==> src/rtl/conf_int_mac_acc_seq_if.sv <==
// Bundle of the control, operand-stream, MAC and result-stream signals for the
// dot-product sequencer. The slave side is the sequencer; master is its environment.
interface conf_int_mac_acc_seq_if #(
    parameter int DATA_PATH_BITWIDTH = 16,
    parameter int LEN_BITWIDTH       = 8
);
    logic                          start;
    logic [LEN_BITWIDTH-1:0]       len;
    logic                          busy;
    logic                          in_valid;
    logic [DATA_PATH_BITWIDTH-1:0] in_a;
    logic [DATA_PATH_BITWIDTH-1:0] in_b;
    logic                          in_ready;
    logic [DATA_PATH_BITWIDTH-1:0] mac_a;
    logic [DATA_PATH_BITWIDTH-1:0] mac_b;
    logic [DATA_PATH_BITWIDTH-1:0] mac_c_in;
    logic [DATA_PATH_BITWIDTH-1:0] mac_d;
    logic                          out_valid;
    logic [DATA_PATH_BITWIDTH-1:0] out_data;
    logic                          out_ready;

    modport master (
        output start, len, in_valid, in_a, in_b, mac_d, out_ready,
        input  busy, in_ready, mac_a, mac_b, mac_c_in, out_valid, out_data
    );

    modport slave (
        input  start, len, in_valid, in_a, in_b, mac_d, out_ready,
        output busy, in_ready, mac_a, mac_b, mac_c_in, out_valid, out_data
    );
endinterface

==> src/rtl/conf_int_mac_acc_seq.sv <==
// Dot-product sequencer: streams len operand pairs through an external
// combinational MAC, accumulating modulo 2^DATA_PATH_BITWIDTH, then presents the sum.
module conf_int_mac_acc_seq #(
    parameter int DATA_PATH_BITWIDTH = 16,
    parameter int LEN_BITWIDTH       = 8
) (
    input  logic                   clk,
    input  logic                   rst,
    conf_int_mac_acc_seq_if.slave  bus
);

    typedef enum logic [1:0] {
        ST_IDLE = 2'd0,
        ST_ACC  = 2'd1,
        ST_DONE = 2'd2
    } state_e;

    localparam logic [LEN_BITWIDTH-1:0] CNT_ONE = {{(LEN_BITWIDTH-1){1'b0}}, 1'b1};

    state_e                        state_q, state_d;
    logic [DATA_PATH_BITWIDTH-1:0] acc_q, acc_d;
    logic [LEN_BITWIDTH-1:0]       cnt_q, cnt_d;

    logic                          busy_s;
    logic                          in_ready_s;
    logic [DATA_PATH_BITWIDTH-1:0] mac_a_s;
    logic [DATA_PATH_BITWIDTH-1:0] mac_b_s;
    logic [DATA_PATH_BITWIDTH-1:0] mac_c_in_s;
    logic                          out_valid_s;
    logic [DATA_PATH_BITWIDTH-1:0] out_data_s;

    // State, accumulator and remaining-count registers with synchronous reset.
    always_ff @(posedge clk) begin
        if (rst) begin
            state_q <= ST_IDLE;
            acc_q   <= '0;
            cnt_q   <= '0;
        end else begin
            state_q <= state_d;
            acc_q   <= acc_d;
            cnt_q   <= cnt_d;
        end
    end

    // Next-state logic; only the accept event and start in IDLE move the registers.
    always_comb begin
        state_d = state_q;
        acc_d   = acc_q;
        cnt_d   = cnt_q;
        case (state_q)
            ST_IDLE: begin
                if (bus.start) begin
                    acc_d = '0;
                    if (bus.len != '0) begin
                        cnt_d   = bus.len;
                        state_d = ST_ACC;
                    end else begin
                        cnt_d   = '0;
                        state_d = ST_DONE;
                    end
                end else begin
                    state_d = ST_IDLE;
                end
            end
            ST_ACC: begin
                if (bus.in_valid) begin
                    acc_d = bus.mac_d;
                    cnt_d = cnt_q - CNT_ONE;
                    if (cnt_q == CNT_ONE) begin
                        state_d = ST_DONE;
                    end else begin
                        state_d = ST_ACC;
                    end
                end else begin
                    state_d = ST_ACC;
                end
            end
            ST_DONE: begin
                if (bus.out_ready) begin
                    state_d = ST_IDLE;
                end else begin
                    state_d = ST_DONE;
                end
            end
            default: begin
                state_d = ST_IDLE;
                acc_d   = '0;
                cnt_d   = '0;
            end
        endcase
    end

    // Output decode from the state register; rst forces every output quiet
    // even before the reset edge has landed.
    always_comb begin
        busy_s      = 1'b0;
        in_ready_s  = 1'b0;
        mac_a_s     = '0;
        mac_b_s     = '0;
        mac_c_in_s  = '0;
        out_valid_s = 1'b0;
        out_data_s  = '0;
        if (rst) begin
            busy_s = 1'b0;
        end else begin
            busy_s = (state_q != ST_IDLE);
            case (state_q)
                ST_ACC: begin
                    in_ready_s = 1'b1;
                    mac_a_s    = bus.in_a;
                    mac_b_s    = bus.in_b;
                    mac_c_in_s = acc_q;
                end
                ST_DONE: begin
                    out_valid_s = 1'b1;
                    out_data_s  = acc_q;
                end
                default: begin
                    in_ready_s  = 1'b0;
                    out_valid_s = 1'b0;
                end
            endcase
        end
    end

    assign bus.busy      = busy_s;
    assign bus.in_ready  = in_ready_s;
    assign bus.mac_a     = mac_a_s;
    assign bus.mac_b     = mac_b_s;
    assign bus.mac_c_in  = mac_c_in_s;
    assign bus.out_valid = out_valid_s;
    assign bus.out_data  = out_data_s;

endmodule

==> src/flat_wrapper.sv <==
// flat-port wrapper written by rule: the top's interface ports become plain ports
module conf_int_mac_acc_seq_flat 
#(
    parameter int DATA_PATH_BITWIDTH = 16,
    parameter int LEN_BITWIDTH       = 8
)
  (clk, rst, bus_start, bus_len, bus_in_valid, bus_in_a, bus_in_b, bus_mac_d, bus_out_ready, bus_busy, bus_in_ready, bus_mac_a, bus_mac_b, bus_mac_c_in, bus_out_valid, bus_out_data);
  conf_int_mac_acc_seq_if #(.DATA_PATH_BITWIDTH(DATA_PATH_BITWIDTH), .LEN_BITWIDTH(LEN_BITWIDTH)) bus_i ();
  input  logic clk;
  input  logic rst;
  input wire logic [$bits(bus_i.start)-1:0] bus_start;
  input wire logic [$bits(bus_i.len)-1:0] bus_len;
  input wire logic [$bits(bus_i.in_valid)-1:0] bus_in_valid;
  input wire logic [$bits(bus_i.in_a)-1:0] bus_in_a;
  input wire logic [$bits(bus_i.in_b)-1:0] bus_in_b;
  input wire logic [$bits(bus_i.mac_d)-1:0] bus_mac_d;
  input wire logic [$bits(bus_i.out_ready)-1:0] bus_out_ready;
  output wire logic [$bits(bus_i.busy)-1:0] bus_busy;
  output wire logic [$bits(bus_i.in_ready)-1:0] bus_in_ready;
  output wire logic [$bits(bus_i.mac_a)-1:0] bus_mac_a;
  output wire logic [$bits(bus_i.mac_b)-1:0] bus_mac_b;
  output wire logic [$bits(bus_i.mac_c_in)-1:0] bus_mac_c_in;
  output wire logic [$bits(bus_i.out_valid)-1:0] bus_out_valid;
  output wire logic [$bits(bus_i.out_data)-1:0] bus_out_data;
  assign bus_i.start = bus_start;
  assign bus_i.len = bus_len;
  assign bus_i.in_valid = bus_in_valid;
  assign bus_i.in_a = bus_in_a;
  assign bus_i.in_b = bus_in_b;
  assign bus_i.mac_d = bus_mac_d;
  assign bus_i.out_ready = bus_out_ready;
  assign bus_busy = bus_i.busy;
  assign bus_in_ready = bus_i.in_ready;
  assign bus_mac_a = bus_i.mac_a;
  assign bus_mac_b = bus_i.mac_b;
  assign bus_mac_c_in = bus_i.mac_c_in;
  assign bus_out_valid = bus_i.out_valid;
  assign bus_out_data = bus_i.out_data;
  conf_int_mac_acc_seq #(.DATA_PATH_BITWIDTH(DATA_PATH_BITWIDTH), .LEN_BITWIDTH(LEN_BITWIDTH)) u_core (.clk(clk), .rst(rst), .bus(bus_i));
endmodule
==> config.mk <==
export PLATFORM = sky130hd
export DESIGN_NAME = conf_int_mac_acc_seq_flat
export DESIGN_NICKNAME = d
export VERILOG_FILES = /design/src/rtl/conf_int_mac_acc_seq_if.sv /design/src/rtl/conf_int_mac_acc_seq.sv /design/src/flat_wrapper.sv
export SDC_FILE = /design/constraint.sdc
export NUM_CORES = 1
export LEC_CHECK = 0
export CORE_UTILIZATION = 34
export CTS_BUF_LIST = sky130_fd_sc_hd__clkbuf_8
export CTS_CLUSTER_SIZE = 20
export DETAILED_ROUTE_END_ITERATION = 6
export PLACE_DENSITY = 0.79
export REMOVE_ABC_BUFFERS = 1
export SETUP_SLACK_MARGIN = 0.02
export SLEW_MARGIN = 10
export SYNTH_ARGS = -nofsm -noshare
export SYNTH_HDL_FRONTEND = slang
export SYNTH_SLANG_ARGS = --single-unit
==> constraint.sdc <==
create_clock -name clk -period 2 [get_ports clk]
set_input_delay 0.3 -clock clk [delete_from_list [all_inputs] [get_ports clk]]
set_output_delay 0.3 -clock clk [all_outputs]
set_load 0.02 [all_outputs]
[Word-level counts from Yosys, hierarchy flattened]
Index checks and enable logic that the tools add are counted.
Cells by class
  bitwise gates (word level): 1
  reduce and logical (&&, ||, !) cells: 4
  equality and inequality tests: 5
  add/subtract/negate cells: 1
  muxes and demuxes: 26
Operators by type and width (count)
  $mux W16: 10
  $pmux W16 S3: 1
  $mux W8: 3
  $pmux W8 S3: 1
  $mux W2: 5
  $eq A8 B1 Y1 const B: 1
  $reduce_bool A8 Y1: 1
  $sub A8 B1 Y8 const B: 1
  $pmux W2 S3: 1
  $mux W1: 5
  $ne A2 B2 Y1 const B: 2
  $reduce_and A3 Y1: 1
  $eq A2 B1 Y1 const B: 1
  $eq A2 B2 Y1 const B: 1
  $logic_not A2 Y1: 1
  $reduce_bool A2 Y1: 1
  $not A1 Y1: 1
Storage, ports and cells
  register bits: 26
  bits of input ports: 61
  output and inout port bits: 67
  word-level logic and storage cells: 40

[Longest topological paths before layout]
  depth in word-level cells: 4
  mapped depth: 7
  gate-level depth less buffers: 6

[Worst setup path before layout]
No wires, ideal clock.
  path type: register to output
  from: reg u_core.state_q[1]
  to: out bus_out_data[10]
  arrival: 1.425 ns
  setup slack: 0.275 ns
  cell stages (with the launch flop): 6
  cells stage by stage: dfxtp_1 > buf_2 > nand2b_1 > nor2_1 > clkbuf_1 > and2_1
Between the ends
  word-level cells in the longest chain between the ends: 3
RTL lines
  start, declared: RTL line conf_int_mac_acc_seq.sv:20  | state_e state_q, state_d;
  start signal, assigned: RTL line conf_int_mac_acc_seq.sv:39  | state_q <= state_d;
  $eq A2 B2 Y1: RTL line conf_int_mac_acc_seq.sv:107  | case (state_q)
  $mux W16: RTL line conf_int_mac_acc_seq.sv:107
  $mux W16: RTL line conf_int_mac_acc_seq.sv:103  | if (rst) begin
  end, declared: RTL line flat_wrapper.sv:24  | output wire logic [$bits(bus_i.out_data)-1:0] bus_out_data;
No other way between the ends.

[Worst setup path in the final report]
  from: reg u_core.state_q[0]
  to: out bus_out_data[13]
Same word-level chain as after synthesis.

==> results.md <==
* Overall Global Routing Usage at 21.60%
* Unrepaired setup endpoints after global routing: false
* Row cnt at 25
* HP Class: reg2reg
* Iteration-0 DRC Markers at 49
* First-pass GRT wire length at between 9000 and 10000 um
* Worst-path clk slew at approximately 90 ps
* WP data required at between 1500 and 2000 ps
* Crit path launch type: register
* CP max stage delay at around 330 ps
* Hold_ws at roughly 460 ps
* Clock Latency Late Sink at between 200 and 300 ps
* Worst EP arrival at approximately 1600 ps
* Initial antenna violation count at 0
* Internal power at 0.9903 mW
* P_leak at 1.610 nW
* Main synth FF type: dfxtp_1
* CTS hold repair buffers at 0
* Yosys top cell area share at roughly 31%
* Syn Area/Cell at slightly above 7 um^2
* Net Sw Frac at 31.34%
* DRT Pass-1 Iters at 5
* Starting Density at between 30% and 40%
* Vias at 2140
* Crit-path max FO at 17
* Clk network pwr share at 24.1%
* Final Cycle Share at 94.61%
* Die area at ~5300 um^2
* Max-cap violations at 0
* Slew Limit Fails at 0
* Max frequency at roughly 0.53 GHz
* CTS tree: built
* Final net count at 425
* Root Buffer: clkbuf_8
* Async set or reset register ratio after synthesis at 0%
* Yosys warnings at 0
* Dominant cells by area after synthesis: dfxtp_1 (31%), and3_1 (18%), a21oi_1 (7.6%)
* CTS max path bufs at 2
* Final wirelength at 5848 um
* Maximum VDD drop at ~0.42 mV
* Slowest-stage cell, CP: dfxtp_1
* Area leader, netlist: dfxtp_1
* Sequential share of the synthesized area at 30.52%
* Worst-Margin Slew at between 400 and 500 ps
* Core area at between 4000 and 5000 um^2
* Postcts setup bufs at 0
* Combinational fraction of design power at a little over a third
* Status: finished, final reports clean
* Total CTS buffers at 3
* CP cell instances: nand2b_1, nor2_1, buf_4, and2_1, dlygate4sd2_1
* Final core utilization at about two thirds
* Synthesized area at around 1700 um^2
* Pin count of the biggest net entering global routing at between 40 and 50
* Number of global-route vias before repair at 1872
* Vert. Die Dim at ~73 um
* Fin Clk Skew at 1.935 ps
* Post-CTS Resized at 68
* Final Wtd Congestion at slightly above 0.9
* Endpoints failing hold at 0
* Gr ovfl total at 0
* # DRC at 0
* Ant diodes at 0
* Yosys cell types at 37
* Synthesis-stage register bit count at 26
* PortBufs at roughly 130
* Wire length per cell at 13.66 um
* Number of flops mapped to enable cells by yosys at 0
* Power per cell area at 465.4 nW/um^2
* R2R Path Start: u_core.state_q[0]$_SDFF_PP0_
* CP Launch Point: u_core.state_q[0]$_SDFF_PP0_
* Detailed placer's ending HPWL at roughly 4500 um
* WS Path Type: reg2out
* Hold wc startpoint: u_core.acc_q[6]$_SDFFE_PP0P_
* Share of layout cells above drive strength 1 at a little under 7%
* Slew headroom at between 70% and 80%
* Post-route ant nets at 0
* CTS Sinks at 26
* Vias/cell at 5.000
* Synth-to-Final Area Change at 81.73%
* Post-Syn Instances at around 240
* Tmin final at between 1500 and 2000 ps
* CTS H-tree lvls at 1
* Width of the chip at 72.82 um
* Crit. End Element: output port
* Fillers at about 450
* Switching power at roughly 0.45 mW
* I/O pin total at approximately 130
* Seq pwr share at 40.6%
* Final setup vio count at 0
[registers in the layout (all words and copies together), names as in the netlist]
| name | cells |
|---|---|
| u_core.state_q | 2 |
| u_core.cnt_q | 8 |
| u_core.acc_q | 16 |
[critical path: cells and delay by family (launching register included)]
kind	cells	cell delay, ps
flops	1	330
simple gates	3	450
buf+inv	2	530
[per-stage QoR]
stage          TNS, ps  instance area, um^2  std cells  setup WS, ps  power [mW]
2_1_floorplan   -16720                 1594        213        -334.3      0.8235
3_3_place_gp     -8148                 3119        424        -143.3       1.118
3_5_place_dp     -9759                 3119        424        -176.5       1.125
4_1_cts              0                 3092        428         69.52       1.447
5_1_grt              0                 3099        428         20.23       1.528
6_report             0                 3099        428         107.7       1.442
[routing by layer]
layer	wire, um	vias up	share of wire, %	GRT usage [%]
met5	0	-	0	0
met4	90	0	1.5	5.011
met3	460	10	7.9	3.729
met2	2899	94	50	39.15
met1	2398	949	41	26.50
li1	-	1087	-	-
[synth_stat cells (2+ instances only)]
master and instances:
and3_1 48, a21oi_1 26, dfxtp_1 26, nand2_1 25, and2_1 17, nand3_1 16, clkbuf_1 13, nor2_1 13
buf_2 8, nor3_1 5, inv_1 4, o21ai_0 3, a32o_1 2, buf_6 2, ha_1 2, nand2b_1 2
nand4_1 2, nor4_1 2, o21ai_1 2
[cell type report]
cell class	instances	area, um^2	area share [%]
Sequential cell	26	521.8	16.83
Inverter	4	15.01	0.4845
Clock buffer	4	55.05	1.776
Tap cell	67	83.83	2.705
Timing Repair Buffer	144	1360	43.88
Multi-Input combinational cell	183	1064	34.32
[placed cells by master (no fill, tap or decap), types with 6 or more instances in the layout]
| master | n |
|---|---|
| dlygate4sd2_1 | 61 |
| clkdlybuf4s50_1 | 60 |
| and3_1 | 48 |
| a21oi_1 | 26 |
| nand2_1 | 25 |
| dfxtp_1 | 25 |
| and2_1 | 17 |
| nand3_1 | 16 |
| buf_4 | 14 |
| nor2_1 | 13 |
| clkdlybuf4s15_1 | 6 |
[power groups by stage]
stage / Combinational (mW) / Clock [mW] / Sequential, mW
after floorplan: 0.232 / 0 / 0.591
after global placement: 0.524 / 0 / 0.594
after detailed placement: 0.529 / 0 / 0.596
after CTS: 0.509 / 0.354 / 0.584
after global routing: 0.554 / 0.384 / 0.591
final: 0.509 / 0.347 / 0.585
[kinds of logic after synthesis]
family          count (synthesis)  synth area share (%)
fa+ha+maj                       2                 1.467
flops                          26                 30.52
xor+xnor                        1                0.5137
compound gates                 44                 15.99
simple gates                  136                 44.09
buf+inv                        27                 7.410
[final timing paths]
kind,slack (ps),cells past startpoint,end
max,110,5,bus_out_data[13]
max reg2reg,320,6,u_core.acc_q[11]$_SDFFE_PP0P_
min reg2reg,460,2,u_core.acc_q[6]$_SDFFE_PP0P_
min,460,2,u_core.acc_q[6]$_SDFFE_PP0P_
No activity file was read; power rests on OpenSTA's default activity.
